<file path="src/rtl/arbitro_memoria_if.sv">
// Bundle shared by the arbiter and its requesters/bank: both request ports,
// shared read-data return and the bank-side strobes and buses.
interface arbitro_memoria_if #(
  parameter int LARGURA_DADO = 8,
  parameter int LARGURA_END  = 8
);
  logic                    req0;
  logic                    esc0;
  logic [LARGURA_END-1:0]  end0;
  logic [LARGURA_DADO-1:0] dado0;
  logic                    gnt0;
  logic                    req1;
  logic                    esc1;
  logic [LARGURA_END-1:0]  end1;
  logic [LARGURA_DADO-1:0] dado1;
  logic                    gnt1;
  logic [LARGURA_DADO-1:0] dado_lido;
  logic                    valido0;
  logic                    valido1;
  logic                    ocupado;
  logic                    mem_escreve;
  logic                    mem_le;
  logic [LARGURA_END-1:0]  mem_endereco;
  logic [LARGURA_DADO-1:0] mem_dado_salvo;
  logic [LARGURA_DADO-1:0] mem_dado_carregado;

  modport slave (
    input  req0, esc0, end0, dado0, req1, esc1, end1, dado1, mem_dado_carregado,
    output gnt0, gnt1, dado_lido, valido0, valido1, ocupado,
           mem_escreve, mem_le, mem_endereco, mem_dado_salvo
  );

  modport master (
    output req0, esc0, end0, dado0, req1, esc1, end1, dado1, mem_dado_carregado,
    input  gnt0, gnt1, dado_lido, valido0, valido1, ocupado,
           mem_escreve, mem_le, mem_endereco, mem_dado_salvo
  );
endinterface

</file>
<file path="src/rtl/arbitro_memoria.sv">
// Two-port arbiter/sequencer for the shared data bank (round-robin by default).
// Define ARBITRO_PRIORIDADE_FIXA_EN for fixed priority: requester 0 wins ties.
module arbitro_memoria #(
  parameter int LARGURA_DADO = 8,
  parameter int LARGURA_END  = 8
) (
  input logic              clock,
  input logic              reset,
  arbitro_memoria_if.slave bus
);
  localparam logic [1:0] OCIOSO   = 2'd0;
  localparam logic [1:0] ACESSO   = 2'd1;
  localparam logic [1:0] RESPOSTA = 2'd2;

  logic [1:0]              estado_q, estado_d;
  logic                    gnt0_q, gnt0_d, gnt1_q, gnt1_d;
  logic                    valido0_q, valido0_d, valido1_q, valido1_d;
  logic                    ocupado_q, ocupado_d;
  logic                    mem_escreve_q, mem_escreve_d, mem_le_q, mem_le_d;
  logic [LARGURA_END-1:0]  mem_endereco_q, mem_endereco_d;
  logic [LARGURA_DADO-1:0] mem_dado_salvo_q, mem_dado_salvo_d;
  logic [LARGURA_DADO-1:0] dado_lido_q, dado_lido_d;
  logic                    vence_s;
  logic                    esc_s;

`ifndef ARBITRO_PRIORIDADE_FIXA_EN
  logic ultimo_q, ultimo_d;
`endif

  // vence_s = 1 selects requester 1; only meaningful when some req is high
  always_comb begin
`ifdef ARBITRO_PRIORIDADE_FIXA_EN
    vence_s = ~bus.req0;
`else
    if (bus.req0 && bus.req1) begin
      vence_s = ~ultimo_q;
    end else begin
      vence_s = bus.req1;
    end
`endif
    esc_s = vence_s ? bus.esc1 : bus.esc0;
  end

  always_comb begin
    estado_d         = estado_q;
    gnt0_d           = 1'b0;
    gnt1_d           = 1'b0;
    valido0_d        = 1'b0;
    valido1_d        = 1'b0;
    mem_escreve_d    = 1'b0;
    mem_le_d         = 1'b0;
    mem_endereco_d   = mem_endereco_q;
    mem_dado_salvo_d = mem_dado_salvo_q;
    dado_lido_d      = dado_lido_q;
`ifndef ARBITRO_PRIORIDADE_FIXA_EN
    ultimo_d         = ultimo_q;
`endif
    case (estado_q)
      OCIOSO: begin
        if (bus.req0 || bus.req1) begin
          estado_d         = ACESSO;
          gnt0_d           = ~vence_s;
          gnt1_d           = vence_s;
          mem_escreve_d    = esc_s;
          mem_le_d         = ~esc_s;
          mem_endereco_d   = vence_s ? bus.end1 : bus.end0;
          mem_dado_salvo_d = vence_s ? bus.dado1 : bus.dado0;
`ifndef ARBITRO_PRIORIDADE_FIXA_EN
          ultimo_d         = vence_s;
`endif
        end else begin
          estado_d = OCIOSO;
        end
      end
      ACESSO: begin
        // The bank's read data is valid while mem_le is up; capture it as ACESSO ends.
        if (mem_le_q) begin
          estado_d    = RESPOSTA;
          dado_lido_d = bus.mem_dado_carregado;
          valido0_d   = gnt0_q;
          valido1_d   = gnt1_q;
        end else begin
          estado_d = OCIOSO;
        end
      end
      RESPOSTA: begin
        estado_d = OCIOSO;
      end
      default: begin
        estado_d = OCIOSO;
      end
    endcase
    ocupado_d = (estado_d != OCIOSO);
  end

  always_ff @(posedge clock or posedge reset) begin
    if (reset) begin
      estado_q         <= OCIOSO;
      gnt0_q           <= 1'b0;
      gnt1_q           <= 1'b0;
      valido0_q        <= 1'b0;
      valido1_q        <= 1'b0;
      ocupado_q        <= 1'b0;
      mem_escreve_q    <= 1'b0;
      mem_le_q         <= 1'b0;
      mem_endereco_q   <= {LARGURA_END{1'b0}};
      mem_dado_salvo_q <= {LARGURA_DADO{1'b0}};
      dado_lido_q      <= {LARGURA_DADO{1'b0}};
    end else begin
      estado_q         <= estado_d;
      gnt0_q           <= gnt0_d;
      gnt1_q           <= gnt1_d;
      valido0_q        <= valido0_d;
      valido1_q        <= valido1_d;
      ocupado_q        <= ocupado_d;
      mem_escreve_q    <= mem_escreve_d;
      mem_le_q         <= mem_le_d;
      mem_endereco_q   <= mem_endereco_d;
      mem_dado_salvo_q <= mem_dado_salvo_d;
      dado_lido_q      <= dado_lido_d;
    end
  end

`ifndef ARBITRO_PRIORIDADE_FIXA_EN
  // Starts at 1 so requester 0 wins the first tie after reset.
  always_ff @(posedge clock or posedge reset) begin
    if (reset) begin
      ultimo_q <= 1'b1;
    end else begin
      ultimo_q <= ultimo_d;
    end
  end
`endif

  assign bus.gnt0           = gnt0_q;
  assign bus.gnt1           = gnt1_q;
  assign bus.valido0        = valido0_q;
  assign bus.valido1        = valido1_q;
  assign bus.ocupado        = ocupado_q;
  assign bus.dado_lido      = dado_lido_q;
  assign bus.mem_escreve    = mem_escreve_q;
  assign bus.mem_le         = mem_le_q;
  assign bus.mem_endereco   = mem_endereco_q;
  assign bus.mem_dado_salvo = mem_dado_salvo_q;
endmodule
</file>
<file path="src/flat_wrapper.sv">
// flat-port wrapper written by rule: the top's interface ports become plain ports
module arbitro_memoria_flat 
#(
  parameter int LARGURA_DADO = 8,
  parameter int LARGURA_END  = 8
)
  (clock, reset, bus_req0, bus_esc0, bus_end0, bus_dado0, bus_req1, bus_esc1, bus_end1, bus_dado1, bus_mem_dado_carregado, bus_gnt0, bus_gnt1, bus_dado_lido, bus_valido0, bus_valido1, bus_ocupado, bus_mem_escreve, bus_mem_le, bus_mem_endereco, bus_mem_dado_salvo);
  arbitro_memoria_if #(.LARGURA_DADO(LARGURA_DADO), .LARGURA_END(LARGURA_END)) bus_i ();
  input logic clock;
  input logic reset;
  input wire logic [$bits(bus_i.req0)-1:0] bus_req0;
  input wire logic [$bits(bus_i.esc0)-1:0] bus_esc0;
  input wire logic [$bits(bus_i.end0)-1:0] bus_end0;
  input wire logic [$bits(bus_i.dado0)-1:0] bus_dado0;
  input wire logic [$bits(bus_i.req1)-1:0] bus_req1;
  input wire logic [$bits(bus_i.esc1)-1:0] bus_esc1;
  input wire logic [$bits(bus_i.end1)-1:0] bus_end1;
  input wire logic [$bits(bus_i.dado1)-1:0] bus_dado1;
  input wire logic [$bits(bus_i.mem_dado_carregado)-1:0] bus_mem_dado_carregado;
  output wire logic [$bits(bus_i.gnt0)-1:0] bus_gnt0;
  output wire logic [$bits(bus_i.gnt1)-1:0] bus_gnt1;
  output wire logic [$bits(bus_i.dado_lido)-1:0] bus_dado_lido;
  output wire logic [$bits(bus_i.valido0)-1:0] bus_valido0;
  output wire logic [$bits(bus_i.valido1)-1:0] bus_valido1;
  output wire logic [$bits(bus_i.ocupado)-1:0] bus_ocupado;
  output wire logic [$bits(bus_i.mem_escreve)-1:0] bus_mem_escreve;
  output wire logic [$bits(bus_i.mem_le)-1:0] bus_mem_le;
  output wire logic [$bits(bus_i.mem_endereco)-1:0] bus_mem_endereco;
  output wire logic [$bits(bus_i.mem_dado_salvo)-1:0] bus_mem_dado_salvo;
  assign bus_i.req0 = bus_req0;
  assign bus_i.esc0 = bus_esc0;
  assign bus_i.end0 = bus_end0;
  assign bus_i.dado0 = bus_dado0;
  assign bus_i.req1 = bus_req1;
  assign bus_i.esc1 = bus_esc1;
  assign bus_i.end1 = bus_end1;
  assign bus_i.dado1 = bus_dado1;
  assign bus_i.mem_dado_carregado = bus_mem_dado_carregado;
  assign bus_gnt0 = bus_i.gnt0;
  assign bus_gnt1 = bus_i.gnt1;
  assign bus_dado_lido = bus_i.dado_lido;
  assign bus_valido0 = bus_i.valido0;
  assign bus_valido1 = bus_i.valido1;
  assign bus_ocupado = bus_i.ocupado;
  assign bus_mem_escreve = bus_i.mem_escreve;
  assign bus_mem_le = bus_i.mem_le;
  assign bus_mem_endereco = bus_i.mem_endereco;
  assign bus_mem_dado_salvo = bus_i.mem_dado_salvo;
  arbitro_memoria #(.LARGURA_DADO(LARGURA_DADO), .LARGURA_END(LARGURA_END)) u_core (.clock(clock), .reset(reset), .bus(bus_i));
endmodule
</file>
<file path="config.mk">
export PLATFORM = sky130hd
export DESIGN_NAME = arbitro_memoria_flat
export DESIGN_NICKNAME = d
export VERILOG_FILES = /design/src/rtl/arbitro_memoria_if.sv /design/src/rtl/arbitro_memoria.sv /design/src/flat_wrapper.sv
export SDC_FILE = /design/constraint.sdc
export NUM_CORES = 1
export LEC_CHECK = 0
export CORE_MARGIN = 2
export CORE_UTILIZATION = 36
export DETAILED_ROUTE_END_ITERATION = 8
export PLACE_DENSITY = 0.76
export SLEW_MARGIN = 20
export SYNTH_ARGS = -nofsm -noshare
export SYNTH_HDL_FRONTEND = slang
export SYNTH_SLANG_ARGS = --single-unit
</file>
<file path="constraint.sdc">
create_clock -name clock -period 1.3 [get_ports clock]
set_input_delay 0.195 -clock clock [delete_from_list [all_inputs] [get_ports clock]]
set_output_delay 0.195 -clock clock [all_outputs]
set_load 0.02 [all_outputs]
</file>
==> flow_metrics.py <==
metrics = {
    "power_and_ir_drop": {
        "p_total_mw": 4.82,
        "ir_drop_uv": 842,
        "powerDensity_nw_per_um2": 1890,
        "p_leak_nw": 1.15,
    },
    "place": {
        "portBuffers": 76,
        "hpwl_mm": 2.94,
        "place_inst": 268,
        "place.gp.congestion": 0.735,
        "place_ws_ns": -0.272,
    },
    "global_routing": {
        "grt_max_degree": 35,
        "grt_pass1_vias": 1390,
        "grt_usage": 0.173,
        "antenna_found_initial": 0,
        "grt_overflow_total": 0,
        "grt_pass1_wl_mm": 6.61,
    },
    "worst_setup_path": {
        "cp-start-kind": "flip-flop",
        "critical_path_class": "reg -> reg",
        "cp-end-kind": "flip-flop",
        "worst_ep_arrival_time_ns": 1.45,
        "crit_required_ns": 1.47,
        "path_max_fanout": 13,
    },
    "cts": {
        "cts_hold_buffers": 0,
        "numCtsBuffers": 5,
        "clockRootBuffer": "clkbuf_8",
        "postCtsSetupBuffers": 0,
        "cts_max_level": 2,
        "cts.clk_slew.worst_paths_ns": 0.07,
        "clock_path_buffers": 2,
        "insertion_delay_ns": 0.28,
        "clkSinkCount": 34,
        "cts_tree": "yes",
    },
    "sta": {
        "slew_headroom": 0.842,
        "report.final.slew_viol_count": 0,
        "max_freq_mhz": 780,
        "period_share": 0.986,
        "setup_viol": 0,
        "rsz0062_at_grt": "true",
        "setup_slack_ns": 0.0187,
        "hold_violations": 0,
        "worst_pin_slew_ns": 0.238,
        "whs_ns": 0.251,
        "clock-skew-final_ns": 0.00244,
        "tns_ns": 0,
        "period_minus_slack_ns": 1.28,
    },
    "floorplanning": {
        "start_util": 0.380,
        "boundaryPins": 77,
        "core_area_um2": 4090,
        "die_x_um": 69.7,
        "dieArea_um2": 4860,
        "die-height_um": 69.7,
        "num_rows": 23,
    },
    "logic_synthesis": {
        "syn_avg_cell_area_um2": 11.6,
        "synth_area_leaders": "dfrtp_1 53%, nand2_1 8.2%, a31oi_2 7.2%, mux2_4 6.8%, a21oi_1 5.5%",
        "ys_seq_area_frac": 0.548,
        "yosys.area_share.xor_xnor": 0,
        "syn_area_um2": 1550,
        "synth_cell_type_count": 24,
        "synth-seq-cells": 34,
        "async_flop_share": 1.00,
        "synth_flop_cell": "dfrtp_1",
        "synth_compound_area_frac": 0.178,
        "synth_edf_count": 0,
        "yosysWarnings": 0,
        "synth_simple_gate_area_share": 0.130,
        "synth_fa_ha_area_frac": 0,
        "synth_top_area_cell": "dfrtp_1",
        "synth.most_common_cell": "nand2_1",
        "muxShareOfSynthArea": 0.0813,
        "netlist_top_cells_count": "34 x nand2_1, 33 x dfrtp_1, 17 x a21oi_1",
        "syn_nets": 180,
        "synth_top_family_by_area": "compound AO/OA/AOI/OAI gates",
        "synth_cells": 134,
        "synth_top_area_share": 0.531,
    },
    "cells_and_area": {
        "antenna_cells": 0,
        "fillers": 356,
        "drive_gt1_frac": 0.217,
        "syn2layout_area_growth_pct": 63.8,
        "regArea_um2": 853,
        "nets": 271,
        "fin_cells": 276,
        "multi_input_area_um2": 621,
    },
    "detailed_routing": {
        "wl_mm": 3.90,
        "dr.pass1.iters": 4,
        "dr_total_vias": 1362,
        "via_per_inst": 4.93,
        "avgRoutedWirePerCell_um": 14.1,
        "ant_nets": 0,
        "drt-initial-drc-count": 60,
        "drc_errors": 0,
    },
    "run_status": {
        "outcome": "finished, final reports clean",
    },
    "hold_path": {
        "hp-class": "in -> reg",
    },
    "job": {
        "max-cap-violations": 0,
    },
}
## registers in the layout (all words and copies together), names as in the netlist
register and cells:
u_core.ultimo_q 1, u_core.bus.gnt0 1, u_core.bus.mem_dado_salvo 8, u_core.bus.mem_le 1, u_core.bus.valido1 1, u_core.bus.mem_escreve 1
u_core.bus.valido0 1, u_core.bus.gnt1 1, u_core.bus.dado_lido 8, u_core.estado_q 2, u_core.bus.mem_endereco 8, u_core.bus.ocupado 1
## repair_timing
| item | 4_1_cts | 5_1_grt |
|---|---|---|
| gates cloned | 0 | 0 |
| endpoints found under the setup margin | 39 | 20 |
| pin swaps | 0 | 3 |
| resized for setup | 33 | 9 |
## worst paths after layout
check                      slack, ns                       to  cells after the start       startpoint
setup / recovery                0.02        u_core.bus.mem_le                      4  u_core.ultimo_q
hold / removal                  0.25          u_core.ultimo_q                      3         bus_req1
setup reg to reg                0.02        u_core.bus.mem_le                      4  u_core.ultimo_q
hold reg to reg                 0.47       u_core.bus.valido1                      1  u_core.bus.gnt1
max in group asynchronous       0.80          u_core.ultimo_q                      3            reset
min in group asynchronous       0.26  u_core.bus.dado_lido[7]                      3            reset
## stage by stage
stage	util	instance area, um2
2_1_floorplan	-	1560
3_3_place_gp	0.601	2460
3_5_place_dp	0.601	2460
4_1_cts	0.614	2510
5_1_grt	0.623	2540
6_report	0.623	2540
## routing by layer
metal | GRT usage | routed length, um
met5 | 0 | 0
met1 | 0.211 | 1540
met3 | 0.0465 | 323
met2 | 0.296 | 2000
met4 | 0.0577 | 33
## area by class of cell
cell class | count | share of cell area
multi-input combinational | 89 | 0.244
clock buffer | 7 | 0.0339
clock inverter | 1 | 0.00197
sequential | 34 | 0.335
timing repair buffer | 92 | 0.352
inverter | 3 | 0.00836
tap | 50 | 0.0246
## where the power goes
part           internal, mW  total (mW)  switching [mW]
registers              1.50        1.71           0.216
logic                  1.08        2.31            1.24
clock network         0.427       0.788           0.362
## cell families (layout without fill, tap and decap cells)
group,after synthesis,count (layout)
buffers and inverters,11,103
AOI/OAI and AO/OA,36,36
and+or+nand+nor,44,44
DFF,34,34
muxes,9,9
## critical path, stage by stage, from the launching register on
cell      delay, ns
dfstp_2        0.59
a21boi_4       0.09
buf_12         0.15
mux2i_4        0.18
and2_1         0.16
## cells in the final DEF (no fill, tap or decap), drive strengths merged, types with 3 or more instances in the layout
| master | count |
|---|---|
| a21oi | 17 |
| a31oi | 17 |
| and2 | 3 |
| buf | 17 |
| clkbuf | 7 |
| clkdlybuf4s50 | 44 |
| dfrtp | 33 |
| dlygate4sd2 | 30 |
| mux2 | 8 |
| nand2 | 35 |
| nor2 | 3 |
Note: power is estimated with default switching activity, not from simulation.
==> variant (same settings) <==
Make the reset (`reset`) synchronous in 2 clocked blocks.
--- a/src/rtl/arbitro_memoria.sv
+++ b/src/rtl/arbitro_memoria.sv
@@ -93,7 +93,7 @@
     ocupado_d = (estado_d != OCIOSO);
   end
 
-  always_ff @(posedge clock or posedge reset) begin
+  always_ff @(posedge clock) begin
     if (reset) begin
       estado_q         <= OCIOSO;
       gnt0_q           <= 1'b0;
@@ -123,7 +123,7 @@
 
 `ifndef ARBITRO_PRIORIDADE_FIXA_EN
   // Starts at 1 so requester 0 wins the first tie after reset.
-  always_ff @(posedge clock or posedge reset) begin
+  always_ff @(posedge clock) begin
     if (reset) begin
       ultimo_q <= 1'b1;
     end else begin
Formal check against the unedited RTL: differs if reset is asserted again (counterexample within 4 cycles, from zero or initial values and one cycle with reset high); with reset held inactive, the same outputs for 10 cycles.
==> variant against the original RTL <==
First-iteration DRC count fell by 8.3%; critical path depth unchanged; area after synthesis shrank 8.9%; global-route usage is 0.075 points higher; synthesized cell count increased by 8.2%; clock skew rose by 2.7 ps; final area down 5.8%; worst setup slack better by 76 ps; routed wire length rose by 0.46%; final cell count increased by 0.72%; sequential cell count unchanged.
Power is not compared: it rests on default switching activity, and its combinational part moved more than twofold at a synthesized area within 25%.
==> variant: results (changes against the original RTL) <==
Outcome
  • Status: completed (unchanged)

Route
  • DR vias: 1355 (was 1362)
  • DRT iter0 DRCs: 55 (was 60)
  • Total Wirelength: 3920 um (was 3900 um)
  • DRT Pass-1 Iters: 4 (unchanged)
  • DRC errors left: 0 (unchanged)

Yosys
  • Mapped Nets: 191 (was 180)
  • Post-Synth XOR/XNOR Area: 0 (unchanged)
  • Multiplexer share of the synthesized area: 0.0636 (was 0.0813)
  • Sequential area share after synthesis: 0.481 (was 0.548)
  • Synth async-reset ratio: 0 (was 1.00)
  • Post-synth top cells: dfxtp_1 (34), nand2_1 (33), a21oi_1 (17) (was nand2_1 (34), dfrtp_1 (33), a21oi_1 (17))
  • Adder-cell share of the synthesized area: 0 (unchanged)
  • Synth cell types: 23 (was 24)
  • Top cells by area, synth: dfxtp_1 (48%), a311oi_2 (9.5%), nand2_1 (8.7%) (was dfrtp_1 (53%), nand2_1 (8.2%), a31oi_2 (7.2%))
  • Compound-Gate Fraction of Synth Area: 0.238 (was 0.178)
  • Yosys warnings: 0 (unchanged)

Clock network
  • Max Root-Sink Buffers: 2 (unchanged)
  • Worst-Skew Late Latency: 290 ps
  • Htree depth: 2 (unchanged)
  • Setup Buffers After CTS: 0 (unchanged)
  • CTS buffer count: 5 (unchanged)
  • Clock root cell: clkbuf_8 (unchanged)
  • Clk pin slew, worst setup/hold paths: 70 ps (about the same)

Worst hold path
  • HP Class: in -> reg (unchanged)

Global route
  • Largest net degree at the start of global routing: 19 (was 35)
  • GRT Total Usage: 0.174 (was 0.173)
  • Global-route wire length before repair: 5720 um (was 6610 um)
  • Vias in the first global route: 1277 (was 1390)
  • Antenna violations before repair: 0 (unchanged)

Worst setup path
  • Top delay family on crit path: simple AND/OR/NAND/NOR gates (was flip-flops)
  • Worst Path Max Fanout: 11 (was 13)
  • Max stage delay cell, worst path: dfxtp_1 (was dfstp_2)
  • Critical Path Max Stage Delay: 320 ps (was 590 ps)
  • Worst Path Arrival: 1410 ps (was 1450 ps)

Place
  • Placer Congestion: 0.699 (was 0.735)
  • DP Area: 0.00226 mm2 (was 0.00246 mm2)
  • Worst slack, placed: -257 ps (was -272 ps)
  • DP HPWL: 2750 um (was 2940 um)
  • I/O Buffers: 76 (unchanged)

Power and ir drop
  • Lkg Pwr: 1.12 nW
  • Maximum vdd drop: around 0.00060 V

Layout
  • Layout cells sized above 1: 0.165 (was 0.217)
  • # diodes: 0 (unchanged)
  • Nets@finish: 275 (was 271)

Timing
  • Max-Slew Margin vs Limit: 0.823 (was 0.842)
  • Fin Clk Skew: 5.10 ps (was 2.44 ps)

Flow run
  • Max Cap Viol: 0 (unchanged)
variant: cell types whose count changed after synthesis, moves of 7 or more:
| cell | unedited run | this run |
|---|---|---|
| nor2_1 | 2 | 10 |
| mux2i_1 | 1 | 9 |
| mux2_4 | 7 | 0 |
| dfrtp_1 | 33 | 0 |
| a31oi_1 | 8 | 0 |
| a31oi_2 | 9 | 0 |
| a311oi_2 | 0 | 9 |
| dfxtp_1 | 0 | 34 |
variant: worst paths after layout:
check	start	to	slack, ps	depth (start not counted)
min	bus_req1	u_core.bus.gnt1	400	3
max	u_core.estado_q[1]	u_core.bus.gnt1	90	4
max reg2reg	u_core.estado_q[1]	u_core.bus.gnt1	90	4
min reg2reg	u_core.bus.gnt1	u_core.bus.valido1	450	1
variant: through the flow:
stage | util | power, mW | std cells
floorplan | - | 1.52 | 145
global placement | 0.608 | 1.85 | 268
detailed placement | 0.608 | 1.86 | 268
CTS | 0.627 | 2.77 | 276
global route | 0.645 | 2.89 | 278
finish | 0.645 | 2.78 | 278
variant: power breakdown:
part           total, mW  internal [mW]  leakage, nW  switching (mW)
registers           1.16           1.12        0.280          0.0406
logic              0.660          0.339        0.778           0.322
clock network      0.962          0.564       0.0579           0.398
variant: area by class of cell:
cell class	count	area, um2
fillers	334	1320
multi-input cells	100	686
flip-flops and latches	34	681
clock buffers	5	68.8
repair buffers	88	863
well taps	48	60.1
clock inverters	3	40.0
variant: metal layers:
metal / track usage / wire length, um / vias up
li1: - / - / 679
met1: 0.196 / 1640 / 619
met2: 0.304 / 1900 / 50
met3: 0.0625 / 326 / 7
met4: 0.0536 / 46 / 0
met5: 0 / 0 / -
variant: repair_timing:
item	4_1_cts	5_1_grt
endpoints found under the setup margin	31	6
pin swaps	0	2
gates cloned	0	2
resized for setup	31	8
